### src/rtl/led_seq_pkg.sv
// led_seq_pkg: shared types and helpers for the LED/ADC sequencer.
// The DARK phase encoding is used only when AMBIENT_SUB_EN is defined.
package led_seq_pkg;

    typedef enum logic [2:0] {
        ST_IDLE,
        ST_SETTLE,
        ST_START,
        ST_WAIT_DONE,
        ST_HOLD
    } seq_state_e;

    typedef enum logic [1:0] {
        PH_RED,
        PH_IR,
        PH_DARK
    } phase_e;

    // Bits needed to count 0..value-1 (at least 1).
    function automatic int clog2(input int unsigned value);
        int width;
        width = 1;
        for (int i = 1; i < 32; i++) begin
            if ((64'(1) << i) < 64'(value)) begin
                width = i + 1;
            end
        end
        return width;
    endfunction

    // LED phase order: RED -> IR (-> DARK) -> RED.
    function automatic phase_e next_phase(input phase_e ph);
`ifdef AMBIENT_SUB_EN
        case (ph)
            PH_RED:  return PH_IR;
            PH_IR:   return PH_DARK;
            default: return PH_RED;
        endcase
`else
        return (ph == PH_RED) ? PH_IR : PH_RED;
`endif
    endfunction

endpackage

### src/rtl/led_adc_sequencer_phase_timer.sv
// phase_timer: per-phase tick counter for the LED/ADC sequencer.
// Counts 0..PHASE_TICKS-1 while run is high and clears synchronously when run is low.
// tc flags the last tick of a phase; settle_hit flags the tick before the conversion
// request, so the request state lines up with count == SETTLE_TICKS.
// SETTLE_TICKS must be at least 1 and below PHASE_TICKS-2.
module phase_timer #(
    parameter int PHASE_TICKS  = 5000,
    parameter int SETTLE_TICKS = 1000,
    parameter int CNT_W        = 13
) (
    input  logic CLK,
    input  logic rst_n,
    input  logic run,
    output logic tc,
    output logic settle_hit
);

    localparam logic [CNT_W-1:0] LAST_CNT      = CNT_W'(PHASE_TICKS - 1);
    localparam logic [CNT_W-1:0] PRE_START_CNT = CNT_W'(SETTLE_TICKS - 1);

    logic [CNT_W-1:0] count_q;
    logic [CNT_W-1:0] count_d;

    assign tc         = run && (count_q == LAST_CNT);
    assign settle_hit = run && (count_q == PRE_START_CNT);

    // Next count: wrap at terminal count, hold at zero while stopped.
    always_comb begin
        // NOTE: every always_comb output gets a default first so no path leaves it unassigned (no latch).
        count_d = count_q;
        if (!run || tc) begin
            count_d = '0;
        end else begin
            count_d = count_q + CNT_W'(1);
        end
    end

    // Count register.
    always_ff @(posedge CLK or negedge rst_n) begin
        // NOTE: state is written with <= so every flop samples pre-edge values.
        if (!rst_n) begin
            count_q <= '0;
        end else begin
            count_q <= count_d;
        end
    end

endmodule

### src/rtl/led_adc_sequencer.sv
// led_adc_sequencer: alternates red/IR LED drive, requests one ADC conversion per
// LED phase after a settle delay, and hands each result to the matching FIR with a
// one-cycle valid strobe. Missed conversions raise a sticky timeout_err.
// Build macro AMBIENT_SUB_EN adds a DARK phase (both LEDs off) whose sample is
// subtracted, clamped at zero, from later red/IR samples.
module led_adc_sequencer
    import led_seq_pkg::*;
#(
    parameter int PHASE_TICKS  = 5000,
    parameter int SETTLE_TICKS = 1000,
    parameter int DATA_W       = 8
) (
    input  logic              CLK,
    input  logic              rst_n,
    input  logic              enable,
    input  logic              adc_done,
    input  logic [DATA_W-1:0] adc_data,
    input  logic              clr_err,
    output logic              adc_start,
    output logic              led_red,
    output logic              led_ir,
    output logic [DATA_W-1:0] red_value,
    output logic              red_valid,
    output logic [DATA_W-1:0] ir_value,
    output logic              ir_valid,
    output logic              timeout_err
);

    localparam int CNT_W = clog2(PHASE_TICKS);

    seq_state_e        state_q, state_d;
    phase_e            phase_q, phase_d;
    logic              led_red_q, led_red_d;
    logic              led_ir_q, led_ir_d;
    logic [DATA_W-1:0] red_value_q, red_value_d;
    logic [DATA_W-1:0] ir_value_q, ir_value_d;
    logic              red_valid_q, red_valid_d;
    logic              ir_valid_q, ir_valid_d;
    logic              timeout_err_q, timeout_err_d;

    logic              tc;
    logic              settle_hit;
    logic              accept;
    logic              timeout_set;
    logic [DATA_W-1:0] sample;

    phase_timer #(
        .PHASE_TICKS (PHASE_TICKS),
        .SETTLE_TICKS(SETTLE_TICKS),
        .CNT_W       (CNT_W)
    ) u_timer (
        .CLK       (CLK),
        .rst_n     (rst_n),
        .run       (enable),
        .tc        (tc),
        .settle_hit(settle_hit)
    );

    // A result counts only while waiting for it; done beats a simultaneous phase end.
    assign accept      = enable && (state_q == ST_WAIT_DONE) && adc_done;
    assign timeout_set = enable && (state_q == ST_WAIT_DONE) && tc && !adc_done;

`ifdef AMBIENT_SUB_EN
    logic [DATA_W-1:0] dark_q, dark_d;
    logic [DATA_W:0]   diff;

    assign diff   = {1'b0, adc_data} - {1'b0, dark_q};
    assign sample = diff[DATA_W] ? '0 : diff[DATA_W-1:0];
`else
    assign sample = adc_data;
`endif

    // Sequencer FSM next state.
    always_comb begin
        state_d = state_q;
        if (!enable) begin
            state_d = ST_IDLE;
        end else begin
            case (state_q)
                ST_IDLE:      state_d = settle_hit ? ST_START : ST_SETTLE;
                ST_SETTLE:    if (settle_hit) state_d = ST_START;
                ST_START:     state_d = ST_WAIT_DONE;
                ST_WAIT_DONE: begin
                    if (tc) begin
                        state_d = ST_SETTLE;
                    end else if (adc_done) begin
                        state_d = ST_HOLD;
                    end
                end
                ST_HOLD:      if (tc) state_d = ST_SETTLE;
                default:      state_d = ST_IDLE;
            endcase
        end
    end

    // Phase, LED drive, sample capture and error flag.
    always_comb begin
        phase_d       = phase_q;
        red_value_d   = red_value_q;
        ir_value_d    = ir_value_q;
        red_valid_d   = 1'b0;
        ir_valid_d    = 1'b0;
        timeout_err_d = timeout_err_q;
`ifdef AMBIENT_SUB_EN
        dark_d        = dark_q;
`endif

        if (!enable) begin
            phase_d = PH_RED;
        end else if (tc) begin
            phase_d = next_phase(phase_q);
        end

        led_red_d = enable && (phase_d == PH_RED);
        led_ir_d  = enable && (phase_d == PH_IR);

        if (accept) begin
            case (phase_q)
                PH_RED: begin
                    red_value_d = sample;
                    red_valid_d = 1'b1;
                end
                PH_IR: begin
                    ir_value_d = sample;
                    ir_valid_d = 1'b1;
                end
                default: begin
`ifdef AMBIENT_SUB_EN
                    dark_d = adc_data;
`endif
                end
            endcase
        end

        if (clr_err) begin
            timeout_err_d = 1'b0;
        end
        if (timeout_set) begin
            timeout_err_d = 1'b1;
        end
    end

    // State and output registers.
    always_ff @(posedge CLK or negedge rst_n) begin
        if (!rst_n) begin
            state_q       <= ST_IDLE;
            phase_q       <= PH_RED;
            led_red_q     <= 1'b0;
            led_ir_q      <= 1'b0;
            red_value_q   <= '0;
            ir_value_q    <= '0;
            red_valid_q   <= 1'b0;
            ir_valid_q    <= 1'b0;
            timeout_err_q <= 1'b0;
        end else begin
            state_q       <= state_d;
            phase_q       <= phase_d;
            led_red_q     <= led_red_d;
            led_ir_q      <= led_ir_d;
            red_value_q   <= red_value_d;
            ir_value_q    <= ir_value_d;
            red_valid_q   <= red_valid_d;
            ir_valid_q    <= ir_valid_d;
            timeout_err_q <= timeout_err_d;
        end
    end

`ifdef AMBIENT_SUB_EN
    // Latest dark (ambient) sample.
    always_ff @(posedge CLK or negedge rst_n) begin
        if (!rst_n) begin
            dark_q <= '0;
        end else begin
            dark_q <= dark_d;
        end
    end
`endif

    assign adc_start   = (state_q == ST_START);
    assign led_red     = led_red_q;
    assign led_ir      = led_ir_q;
    assign red_value   = red_value_q;
    assign red_valid   = red_valid_q;
    assign ir_value    = ir_value_q;
    assign ir_valid    = ir_valid_q;
    assign timeout_err = timeout_err_q;

endmodule
### config.mk
export PLATFORM = sky130hd
export DESIGN_NAME = led_adc_sequencer
export DESIGN_NICKNAME = d
export VERILOG_FILES = /design/src/rtl/led_seq_pkg.sv /design/src/rtl/led_adc_sequencer_phase_timer.sv /design/src/rtl/led_adc_sequencer.sv
export SDC_FILE = /design/constraint.sdc
export NUM_CORES = 1
export LEC_CHECK = 0
export ABC_AREA = 1
export BUFFER_PORTS_ARGS = -buffer_cell sky130_fd_sc_hd__buf_2
export CORE_UTILIZATION = 35
export DETAILED_ROUTE_END_ITERATION = 10
export GPL_TIMING_DRIVEN = 0
export PLACE_DENSITY_LB_ADDON = 0.15
export SYNTH_ARGS = -nofsm -noshare
export SYNTH_HDL_FRONTEND = slang
export SYNTH_SLANG_ARGS = --single-unit
### constraint.sdc
create_clock -name CLK -period 4.2 [get_ports CLK]
set_clock_uncertainty 0.05 [all_clocks]
set_input_delay 0.21 -clock CLK [delete_from_list [all_inputs] [get_ports CLK]]
set_output_delay 0.21 -clock CLK [all_outputs]
set_load 0.01 [all_outputs]
# Yosys cells after proc, flatten, opt, wreduce, memory -nomap -nowiden
# Cells that the tools add are included.
word_totals:
  ff_bits: 39
  in_bits: 13
  word_cells: 57
  out_inout_bits: 22
op_classes:
  n_eq_ne: 11
  n_mux: 17
  addsub: 1
  n_reduce_logical: 18
op_table:
  columns: ["operator", "count"]
  rows:
  - ["$mux W3", 5]
  - ["$pmux W3 S5", 1]
  - ["$add A13 B1 Y13 const B", 1]
  - ["$eq A13 B10 Y1 const B", 1]
  - ["$eq A13 B13 Y1 const B", 1]
  - ["$mux W13", 1]
  - ["$logic_and A1 B1 Y1", 8]
  - ["$mux W1", 7]
  - ["$eq A3 B2 Y1 const B", 2]
  - ["$mux W2", 3]
  - ["$ne A3 B3 Y1 const B", 2]
  - ["$eq A2 B1 Y1 const B", 2]
  - ["$logic_not A2 Y1", 2]
  - ["$ne A4 B4 Y1 const B", 1]
  - ["$reduce_and A2 Y1", 2]
  - ["$eq A3 B1 Y1 const B", 1]
  - ["$eq A3 B3 Y1 const B", 1]
  - ["$logic_not A3 Y1", 1]
  - ["$reduce_and A3 Y1", 1]
  - ["$logic_not A1 Y1", 2]
  - ["$reduce_bool A2 Y1", 1]
  - ["$logic_or A1 B1 Y1", 1]

# Longest topological paths before layout
# Gate-level depths: netlist (run 1).
logic_depth:
  ltp_word: 6
  depth_mapped: 11
  depth_no_buf: 11

# Cells and area by module
# From an unflattened synthesis (run 1), not the netlist that was laid out.
unflattened:
  hier_cells: 217
  hier_area_um2: 1853.0
by_module_without_submodules:
  columns: ["module", "area_per_inst_um2", "instances", "cells_each", "seq_area_each_um2"]
  rows:
  - ["led_adc_sequencer", 1128.6, 1, 122, 650.6]
  - ["phase_timer", 724.4, 1, 95, 325.3]

# Worst setup path after synthesis (run 1)
# OpenSTA, ideal clock, no wires.
synth_timing:
  kind: "flip-flop to flip-flop"
  startpoint: "register u_timer.count_q[0]"
  endpoint: "register u_timer.count_q[8]"
  path_slack_ns: 2.719
  setup_ns: 0.086
  arrival_time_ns: 1.344
  stages_incl_launch_ff: 10
  n_path_buf: 1
  required_ns: 4.064
  synth_period_minus_slack_ns: 1.481
  path_cell_list: "dfrtp_1 > ha_1 > nand2_1 > inv_1 > nand2_1 > nor2_2 > nand2_2 > nand2_1 > buf_4 > nor3_1"
synth_between:
  elab_chain_len: 4
  word_cells_on_any_way: 5
  classes_between: "add/sub: 1; eq/ne: 1; mux: 1; reduce/logical: 2"
synth_rtl:
  columns: ["item", "line", "source"]
  rows:
  - ["from (decl)", "led_adc_sequencer_phase_timer.sv:21", "logic [CNT_W-1:0] count_q;"]
  - ["from (signal assigned)", "led_adc_sequencer_phase_timer.sv:44", "count_q <= count_d;"]
  - ["parallel branches: the longest is 3 deep, another holds $add A13 B1 Y13", null, null]
  - ["$mux W13 *", "led_adc_sequencer_phase_timer.sv:31", "if (!run || tc) begin"]
  - ["via u_timer.count_d[8]", "led_adc_sequencer_phase_timer.sv:22", "logic [CNT_W-1:0] count_d;"]
# Mark *: on every way through the listed nets, which the timed path passes.
# A chain may end at the register's enable or synchronous reset.

# Worst setup path after layout (run 1)
layout_timing:
  startpoint: "register u_timer.count_q[0]"
  endpoint: "register u_timer.count_q[7]"
# Same word-level chain as after synthesis.

==> results.md, run 1 <==
* Status: finished, violations left
* Failing checks: negative hold slack
* CTS resizes at 0
* Hold Slack at -0.02376 ns
* CP Class: reg -> reg
* Number of fill cells at roughly 500
* CTS tree: yes
* Post-synthesis sequential area ratio at a little over half
* Largest net degree at the start of global routing at 40
* VDD IR max at around 220 uV
* Initial DRC count at 17
* Synth warn at 0
* Worst-Margin Slew at ~0.86 ns
* Worst R2R Path Depth at 9
* Setup TNS at 0 ns
* Total CTS buffers at 5
* I/O Buffers at 34
* Vias in the first global route at around 1.4k
* Worst Hold Class: in -> async
* Slew Limit Fails at 0
* # rows at 25
* Routability cong. at a little under 0.8
* Post-Syn Area per Cell at roughly 9.1 um^2
* Die area at approximately 5400 um^2
* First-pass GRT wire length at ~6000 um
* Detailed Route WL at 3420 um
* Dpl cell area at a little over 2000 um^2
* H-Tree Depth at 2
* Clock buffer depth at 2
* HPWL after detailed placement at between 2000 and 3000 um
* DR WL/cell at ~11 um
* R2R setup slack at 2.47 ns
* Final Hold Fails at 39
* #FFs+latches synth at 39
* DRC viols at 0
* Initial antenna violation count at 0
* Final period utilization at between 40 and 50%
* Final design instance area without fill at approximately 2100 um^2
* Flip-flop and latch area at 975.9 um^2
* Initial Util at 37.21%
* Post-CTS setup buffers at 0
* Area Overhead vs Synth at 18.93%
* Drt first pass iters at 4
* CP endpoint: u_timer.count_q[7]
* Die height at between 70 and 80 um
* Tmin final at ~1.7 ns
* Post-synthesis cell area at around 1800 um^2
* ANT cells at 0
* Remaining antenna violation count at 0
* Share of cells above drive strength 1 at between 30 and 40%
* Worst slew margin at around 42%
* Clock sinks at 39
* Multi-input gate area at slightly below 700 um^2
* PD cells at 414.4 nW/um^2
* Die X at ~74 um
* Gr ovfl total at 0
* Mapped Cells at 198
* Root Buffer: clkbuf_8
* Origin of the worst setup path: u_timer.count_q[0]
* Via Count at between 1k and 1.5k
* Synthesized Nets at ~210
* Final total power at between 0.8 and 0.9 mW
* Async S/R FF share, synth at 100.0%
* Max-cap viol count at 0
* Worst path arrival time at about 1.9 ns
* Via density at 4.526
* Yosys cell types at 24
* Core ar. at just under 5000 um^2
* NumNets Final at 253
* Unrepaired setup endpoints after global routing: false
* Primary FF master, synth: dfrtp_1
* GRT Overall Usage at between 10% and 20%
* RR Endpoint: u_timer.count_q[7]
* Clk slew on worst S/H paths at about 0.080 ns
* Count of final setup violators at 0
* Ports at 35
* Cts hold-fix bufs at 0
* Startpoint types: register
* Max Clk Rate at about 580 MHz
* Crit Reg-Reg Startpoint: u_timer.count_q[0]
* Number of flops mapped to enable cells by yosys at 0
* Lkg Pwr at roughly 1.1 nW
* Req. time, crit path at 4.32 ns
* Critical path peak fanout at 10
* Critical Path Sink Type: register
* Worst-skew pair later-pin latency at ~0.29 ns
where the power goes:
| group | total, mW | switching (mW) | internal (mW) |
|---|---|---|---|
| combinational | 0.185 | 0.108 | 0.0771 |
| sequential | 0.448 | 0.0289 | 0.419 |
| clock | 0.256 | 0.128 | 0.129 |
| total | 0.889 | 0.264 | 0.625 |
sequential cells by signal, summed over array words and instances (netlist names):
name / flops
ir_valid: 1
ir_value: 8
led_ir: 1
led_red: 1
phase_q: 2
red_valid: 1
red_value: 8
state_q: 3
timeout_err: 1
u_timer.count_q: 13
metal layers:
metal  vias to the layer above  GRT usage [%]  wire length [um]
li1                        716              -                 -
met1                       639          18.78              1669
met2                        24          23.65              1591
met3                         6          3.292               108
met4                         0          6.410                50
met5                         -              0                 0
cells by family (layout without fill, tap and decap cells):
| family | after synthesis | after routing | share of synthesized area, % |
|---|---|---|---|
| compound gates | 30 | 30 | 12.21 |
| xor+xnor | 2 | 2 | 0.9711 |
| fa+ha+maj | 1 | 1 | 0.6934 |
| buf+inv | 36 | 77 | 8.530 |
| flops | 39 | 39 | 54.09 |
| simple gates | 90 | 90 | 23.51 |
cell usage after synthesis, types with 2 or more instances:
cell type / number / share of area, %
a21oi_1: 7 / 1.9
buf_6: 2 / 1.2
dfrtp_1: 39 / 54
inv_1: 31 / 6.4
inv_2: 2 / 0.42
nand2_1: 38 / 7.9
nand2_2: 5 / 1.7
nand3_1: 11 / 3.1
nand4_1: 2 / 0.69
nor2_1: 14 / 2.9
nor2_2: 2 / 0.69
nor3_1: 11 / 3.1
nor3_2: 3 / 1.7
nor3b_1: 2 / 0.83
o21ai_0: 3 / 0.83
o21ai_2: 17 / 8.3
xor2_1: 2 / 0.97
critical path, stage by stage (launching register included):
cell,delay [ns]
dfrtp_1,0.38
ha_1,0.18
nand2_1,0.05
inv_1,0.09
nand2_1,0.07
nor2_2,0.17
nand2_2,0.12
nand2_1,0.20
buf_4,0.22
nor3_1,0.06
through the flow:
step	instances	utilization (%)	setup WS [ns]	hold WS, ns
4_1_cts	306	44.26	2.461	0.01006
5_1_grt	306	44.26	2.322	0.06028
2_1_floorplan	198	-	2.720	-0.1356
3_3_place_gp	299	42.45	2.479	0.3369
3_5_place_dp	299	42.45	2.472	0.3314
6_report	306	44.26	2.472	-0.02376
worst min path at each step:
stage,end,slack (ns),cells past startpoint
2_1_floorplan,ir_valid,-0.14,0
3_3_place_gp,state_q[1],0.34,1
3_5_place_dp,state_q[0],0.33,1
4_1_cts,state_q[0],0.01,1
5_1_grt,timeout_err,0.06,2
6_report,state_q[0],-0.02,1
placed cells by master, fill, tap and decap left out:
| master | instances |
|---|---|
| dfrtp_1 | 39 |
| inv_1 | 31 |
| clkinv_2 | 1 |
| nor2_4 | 1 |
| a21oi_1 | 7 |
| clkbuf_8 | 6 |
| o22ai_1 | 1 |
| nand3_1 | 11 |
| xor2_1 | 2 |
| o21a_1 | 1 |
| inv_2 | 2 |
| o21ai_2 | 17 |
| nor2_1 | 14 |
| nor3_1 | 11 |
| buf_6 | 2 |
| buf_2 | 34 |
| o21ai_0 | 3 |
| ha_1 | 1 |
| nor4_1 | 1 |
| o211ai_1 | 1 |
| nand4_1 | 2 |
| buf_4 | 1 |
| nand2_1 | 38 |
| nor2_2 | 2 |
| nor3_2 | 3 |
| nor3b_1 | 2 |
| nand2_2 | 5 |
cell type report:
type,instances,share of cell area [%]
clock inverter,1,0.2332
timing repair buffer,34,7.930
sequential,39,45.48
tap,67,3.907
buffer,3,1.399
multi-input combinational,123,31.43
inverter,33,5.773
clock buffer,6,3.848
(Power assumes the default switching activity.)
==> run 2, diff against run 1 <==
clock period = 1.4 ns   (was 4.2 ns; I/O delays follow)
==> run 2 against run 1 <==
  * The run ends with negative setup slack left
  * Cell count is 6.9% higher
  * Routed wire length is 8.9% higher
  * Sequential share of layout area is 6.4 points lower
  * Die area stayed put
  * Register-to-register slack worse by 2.6 ns
  * Total power grew to 3.6 times the previous value
  * Design area is 16% higher
  * Sequential power grew to 3.0 times the previous value
  * Count of clock-buffer cells in the layout stayed put
  * Global-route usage is 0.33 points higher
  * Highest routed layer unchanged
==> results.md, run 2 (same netlist as run 1, synthesis figures left out) <==
* First-pass GRT wire length at 6127 um (was 5961 um)
* Initial DRC count at 61 (was 17)
* Power share of the clock group at 35.2% (was 28.8%)
* Critical Path Sink Type: register (unchanged)
* PD cells at 1265 nW/um^2 (was 414.4 nW/um^2)
* Total CTS buffers at 5 (unchanged)
* WHS Endpoint: ir_value[7]
* CTS tree: yes (unchanged)
* Die height at 73.80 um (unchanged)
* Max Clk Rate at 664.4 MHz (was 578.7 MHz)
* CP Class: reg -> reg (unchanged)
* Clock buffer depth at 2 (unchanged)
* HPWL after detailed placement at 2426 um (was 2546 um)
* Initial Util at 37.21% (unchanged)
* Hold Slack at 0.006098 ns (was -0.02376 ns)
* Startpoint types: register (unchanged)
* I/O Buffers at 34 (unchanged)
* Final design instance area without fill at 2497 um^2 (was 2146 um^2)
* Share of cells above drive strength 1 at 40.38% (was 30.96%)
* Final Hold Fails at 0 (was 39)
* Vias in the first global route at 1393 (was 1351)
* Req. time, crit path at 1.59 ns (was 4.32 ns)
* Place WS at -0.2812 ns (was 2.472 ns)
* Worst path arrival time at 1.69 ns (was 1.85 ns)
* Largest net degree at the start of global routing at 40 (unchanged)
* Clk slew on worst S/H paths at 0.08 ns (about the same)
* Die X at 73.80 um (unchanged)
* NumNets Final at 273 (was 253)
* Int Pwr at 2.303 mW (was 0.6251 mW)
* Worst R2R Path Depth at 11 (was 9)
* Slew Limit Fails at 0 (unchanged)
* Failing checks: negative setup slack (was negative hold slack)
* Count of final setup violators at 28 (was 0)
* DR WL/cell at 11.39 um (was 11.18 um)
* Setup TNS at -1.782 ns (was 0 ns)
* Most frequent cells in the layout: dfrtp_1, buf_2, nand2_1 (was dfrtp_1, nand2_1, buf_2)
* Crit Reg-Reg Startpoint: u_timer.count_q[0] (unchanged)
* Final period utilization at 107.5% (was 41.14%)
* Core ar. at 4848 um^2 (unchanged)
* Worst-skew pair later-pin latency at 0.29 ns (about the same)
* Largest register FFs at 13 (unchanged)
* DRC viols at 0 (unchanged)
* R2R setup slack at -0.11 ns (was 2.47 ns)
* Commonest non-fill, non-tap cell in the layout: dfrtp_1 (unchanged)
* Area Overhead vs Synth at 38.42% (was 18.93%)
* Ports at 35 (unchanged)
* Clock sinks at 39 (unchanged)
* Via Count at 1489 (was 1385)
* Drt first pass iters at 5 (was 4)
* Tmin final at 1.505 ns (was 1.728 ns)
* Hold Crit Depth at 3
* Top reg by flops: u_timer.count_q (unchanged)
* Gr ovfl total at 0 (unchanged)
* Logic pwr share at 22.7% (was 20.8%)
* Worst slew margin at 41.79% (was 42.42%)
* Worst-Margin Slew at 0.8731 ns (was 0.8637 ns)
* Status: finished, violations left (unchanged)
* Critical path peak fanout at 4 (was 10)
* Reg power frac at 42.0% (was 50.4%)
* VDD IR max at 762.6 uV (was 218.7 uV)
* H-Tree Depth at 2 (unchanged)
* Switching Power at 0.8564 mW (was 0.2642 mW)
* Worst Hold Class: in -> reg (was in -> async)
* ANT cells at 0 (unchanged)
* Unrepaired setup endpoints after global routing: true (was false)
* Dpl cell area at 2068 um^2 (was 2058 um^2)
* Routability cong. at 0.8234 (was 0.7705)
* Finished Layout Cells at 327 (was 306)
* Detailed Route WL at 3726 um (was 3420 um)
* Switching Fraction at 27.10% (was 29.71%)
* Inst Count DP at 299 (unchanged)
* Via density at 4.554 (was 4.526)
* Slack of the critical path at -0.1051 ns (was 2.472 ns)
* Die area at 5446 um^2 (unchanged)
* Remaining antenna violation count at 0 (unchanged)
* RR Endpoint: state_q[0] (was u_timer.count_q[7])
* Initial antenna violation count at 0 (unchanged)
* Lkg Pwr at 1.268 nW (was 1.115 nW)
* GRT Overall Usage at 14.98% (was 14.65%)
* Max-cap viol count at 0 (unchanged)
* HP Start: adc_data[7]
* Root Buffer: clkbuf_8 (unchanged)
* # rows at 25 (unchanged)
==> run 2: cell type report <==
class,count,area [um^2]
Fill cell,447,2351
Sequential cell,39,975.9
Multi-Input combinational cell,123,775.7
Timing Repair Buffer,54,355.3
Inverter,33,123.9
Tap cell,67,83.83
Clock buffer,6,72.57
Clock inverter,2,60.06
Buffer,3,50.05
==> run 2: power groups by stage <==
stage | clock [mW] | combinational, mW | sequential [mW]
after global routing | 1.18 | 0.806 | 1.34
after detailed placement | 0 | 0.574 | 1.36
after global placement | 0 | 0.572 | 1.36
after floorplan | 0 | 0.331 | 1.40
final | 1.11 | 0.718 | 1.33
after CTS | 1.14 | 0.658 | 1.33
==> run 2: timing repair <==
action / 4_1_cts / 5_1_grt
cloned: 0 / 1
buffers inserted: 10 / 2
endpoints found under the setup margin: 36 / 36
hold endpoints to repair: 47 / 0
hold buffers: 7 / 0
pin swaps: 5 / 2
gates resized for setup: 22 / 7
==> run 2: worst max path at each step <==
stage | depth (start not counted) | slack (ns) | start | end
CTS | 11 | -0.11 | u_timer.count_q[0] | state_q[0]
detailed placement | 9 | -0.28 | u_timer.count_q[0] | u_timer.count_q[7]
finish | 11 | -0.11 | u_timer.count_q[0] | state_q[0]
global placement | 9 | -0.28 | u_timer.count_q[0] | u_timer.count_q[8]
floorplan | 10 | -0.05 | u_timer.count_q[0] | state_q[1]
global route | 11 | -0.22 | u_timer.count_q[0] | state_q[2]
==> run 2: per-stage QoR <==
step	power, mW	utilization [%]
after floorplan	1.732	-
after global placement	1.935	42.66
after detailed placement	1.936	42.66
after CTS	3.134	50.19
after global routing	3.329	51.51
final	3.160	51.51
==> run 2: metal layers <==
metal / vias to the layer above / track usage, % / part of all wire [%]
met1: 698 / 19.06 / 49
met4: 0 / 3.846 / 1.0
met2: 27 / 23.75 / 45
met5: - / 0 / 0
li1: 758 / - / -
met3: 6 / 5.898 / 4.3
==> run 2: worst max-delay path, cell delays in order, from the launching register on <==
cell and delay, ns:
dfrtp_1 0.37, ha_2 0.18, nand2_1 0.06, inv_2 0.07, nand2_2 0.07, nor2_4 0.16
nand2_4 0.10, nand3_2 0.10, nand2_4 0.07, nor2_4 0.10, nand3_1 0.08, nand2_1 0.06
==> run 3, diff against run 2 <==
CELL_PAD_IN_SITES_DETAIL_PLACEMENT = 1   (was not set)
CELL_PAD_IN_SITES_GLOBAL_PLACEMENT = 1   (was not set)
==> run 3 against run 2 <==
  * The run still ends with negative setup slack left
  * Via count grew 0.81%
  * Sequential power is essentially flat
  * Total power shrank 12%
  * Critical path depth is the same
  * Design area is essentially flat
  * Fmax shrank 4.3%
  * Flip-flop and latch count is the same
  * Critical endpoint unchanged
  * Largest cell class unchanged
==> results.md, run 3 (same netlist as run 1, synthesis figures left out) <==
* Total CTS buffers at 5 (unchanged)
* Vias in the first global route at 1509 (was 1393)
* Worst-skew pair later-pin latency at 0.29 ns (about the same)
* Die X at 73.80 um (unchanged)
* Worst slew margin at 42.05% (was 41.79%)
* Clock sinks at 39 (unchanged)
* Lkg Pwr at 1.292 nW (was 1.268 nW)
* ANT cells at 0 (unchanged)
* Detailed Route WL at 4177 um (was 3726 um)
* Switching Power at 0.8600 mW (was 0.8564 mW)
* Max Clk Rate at 635.7 MHz (was 664.4 MHz)
* Switching Fraction at 30.93% (was 27.10%)
* CP Class: reg -> reg (unchanged)
* Worst R2R Path Depth at 11 (unchanged)
* Final Hold Fails at 0 (unchanged)
* # rows at 25 (unchanged)
* PD cells at 1113 nW/um^2 (was 1265 nW/um^2)
* Ports at 35 (unchanged)
* Most frequent cells in the layout: dfrtp_1, buf_2, nand2_1 (unchanged)
* Place WS at -0.3565 ns (was -0.2812 ns)
* NumNets Final at 277 (was 273)
* Routability cong. at 0.7528 (was 0.8234)
* Largest net degree at the start of global routing at 40 (unchanged)
* Startpoint types: register (unchanged)
* Worst-Margin Slew at 0.8693 ns (was 0.8731 ns)
* Tmin final at 1.573 ns (was 1.505 ns)
* Die height at 73.80 um (unchanged)
* H-Tree Depth at 2 (unchanged)
* Grt met3 use at 4.801% (was 5.898%)
* Grt met2 use at 28.64% (was 23.75%)
* Top reg by flops: u_timer.count_q (unchanged)
* Unrepaired setup endpoints after global routing: true (unchanged)
* Initial antenna violation count at 0 (unchanged)
* Worst Hold Class: in -> reg (unchanged)
* Global route hottest layer: met2 (unchanged)
* Met1 Resource Use GR at 21.91% (was 19.06%)
* Initial DRC count at 19 (was 61)
* Max-cap viol count at 0 (unchanged)
* Final total power at 2.780 mW (was 3.160 mW)
* I/O Buffers at 34 (unchanged)
* Failing checks: negative setup slack (unchanged)
* Status: finished, violations left (unchanged)
* Power share of the clock group at 26.1% (was 35.2%)
* Initial Util at 37.21% (unchanged)
* Hold Slack at 0.005788 ns (was 0.006098 ns)
* HPWL after detailed placement at 2825 um (was 2426 um)
* Critical path peak fanout at 5 (was 4)
* Reg power frac at 48.1% (was 42.0%)
* Area Overhead vs Synth at 38.49% (was 38.42%)
* Count of final setup violators at 36 (was 28)
* Commonest non-fill, non-tap cell in the layout: dfrtp_1 (unchanged)
* Core ar. at 4848 um^2 (unchanged)
* Die area at 5446 um^2 (unchanged)
* Req. time, crit path at 1.58 ns (was 1.59 ns)
* Int Pwr at 1.920 mW (was 2.303 mW)
* HP Start: adc_data[0] (was adc_data[7])
* First-pass GRT wire length at 7038 um (was 6127 um)
* DR WL/cell at 12.62 um (was 11.39 um)
* Critical Path Sink Type: register (unchanged)
* Final period utilization at 112.4% (was 107.5%)
* Largest register FFs at 13 (unchanged)
* Via density at 4.535 (was 4.554)
* Gr ovfl total at 0 (unchanged)
* Clock buffer depth at 2 (unchanged)
* GRT Overall Usage at 17.45% (was 14.98%)
* Logic pwr share at 25.8% (was 22.7%)
* CTS tree: yes (unchanged)
* R2R setup slack at -0.17 ns (was -0.11 ns)
* Worst path arrival time at 1.76 ns (was 1.69 ns)
* Via Count at 1501 (was 1489)
* Slack of the critical path at -0.1731 ns (was -0.1051 ns)
* Hold Crit Depth at 3 (unchanged)
* VDD IR max at 818.5 uV (was 762.6 uV)
* WHS Endpoint: ir_value[0] (was ir_value[7])
* Clk slew on worst S/H paths at 0.08 ns (about the same)
* Drt first pass iters at 3 (was 5)
* Setup TNS at -2.898 ns (was -1.782 ns)
* RR Endpoint: state_q[0] (unchanged)
* Crit Reg-Reg Startpoint: u_timer.count_q[0] (unchanged)
* Share of cells above drive strength 1 at 45.08% (was 40.38%)
* Root Buffer: clkbuf_8 (unchanged)
* DRC viols at 0 (unchanged)
* Slew Limit Fails at 0 (unchanged)
* Remaining antenna violation count at 0 (unchanged)
## run 3: cell types whose count changed in the layout (fill, tap and decap cells not counted), moves of 2 or more
cell           before  now
buf_6               0    2
nand3_1            10    8
nand2_2             7   10
bufinv_16           2    0
buf_4              12   18
nand2_1            32   29
dlygate4sd3_1       7    4
## run 3: power by group through the flow
stage / combinational (mW) / sequential (mW) / clock, mW
after floorplan: 0.331 / 1.40 / 0
after global placement: 0.579 / 1.37 / 0
after detailed placement: 0.592 / 1.37 / 0
after CTS: 0.706 / 1.34 / 0.757
after global routing: 0.796 / 1.36 / 0.796
final: 0.716 / 1.34 / 0.727
## run 3: layout make-up
cell class	instances	area, um^2
clock buffers	7	76.32
repair buffers	58	376.6
well taps	67	83.83
fillers	582	2350
multi-input cells	123	813.3
clock inverters	1	5.005
inverters	33	126.4
plain buffers	3	41.29
flip-flops and latches	39	975.9
## run 3: routing by layer
| layer | vias to the layer above | wire [um] | part of all wire, % |
|---|---|---|---|
| li1 | 764 | - | - |
| met4 | 0 | 61 | 1.5 |
| met1 | 702 | 1916 | 46 |
| met3 | 7 | 162 | 3.9 |
| met2 | 28 | 2036 | 49 |
| met5 | - | 0 | 0 |
## run 3: how the worst max path moves through the flow
| stage | from | end | cells after the start | slack (ns) |
|---|---|---|---|---|
| floorplan | u_timer.count_q[0] | state_q[1] | 10 | -0.05 |
| global route | u_timer.count_q[0] | state_q[0] | 11 | -0.29 |
| CTS | u_timer.count_q[0] | state_q[0] | 11 | -0.15 |
| finish | u_timer.count_q[0] | state_q[0] | 11 | -0.17 |
| global placement | u_timer.count_q[0] | u_timer.count_q[7] | 9 | -0.32 |
| detailed placement | u_timer.count_q[0] | u_timer.count_q[7] | 9 | -0.36 |
## run 3: per-stage QoR
step	cell area (um^2)	util (%)	std cells
3_5_place_dp	2068	42.66	299
6_report	2499	51.54	331
5_1_grt	2499	51.54	331
4_1_cts	2429	50.09	325
2_1_floorplan	1814	-	198
3_3_place_gp	2068	42.66	299
## run 3: worst max-delay path, stage by stage (launching register included)
cell and delay (ns):
dfrtp_1 0.38, ha_2 0.21, nand2_2 0.07, inv_4 0.07
nand2_4 0.05, nor2_4 0.16, nand2_4 0.11, nand3_4 0.09
nand2_4 0.07, nor2_4 0.11, nand3_2 0.07, nand2_1 0.07
## run 3: repair_timing
item / CTS / global route
setup endpoints to repair: 37 / 37
buffers inserted: 14 / 6
pin swaps: 12 / 3
endpoints found under the hold margin: 41 / 0
hold buffers: 4 / 0
gates resized for setup: 31 / 8
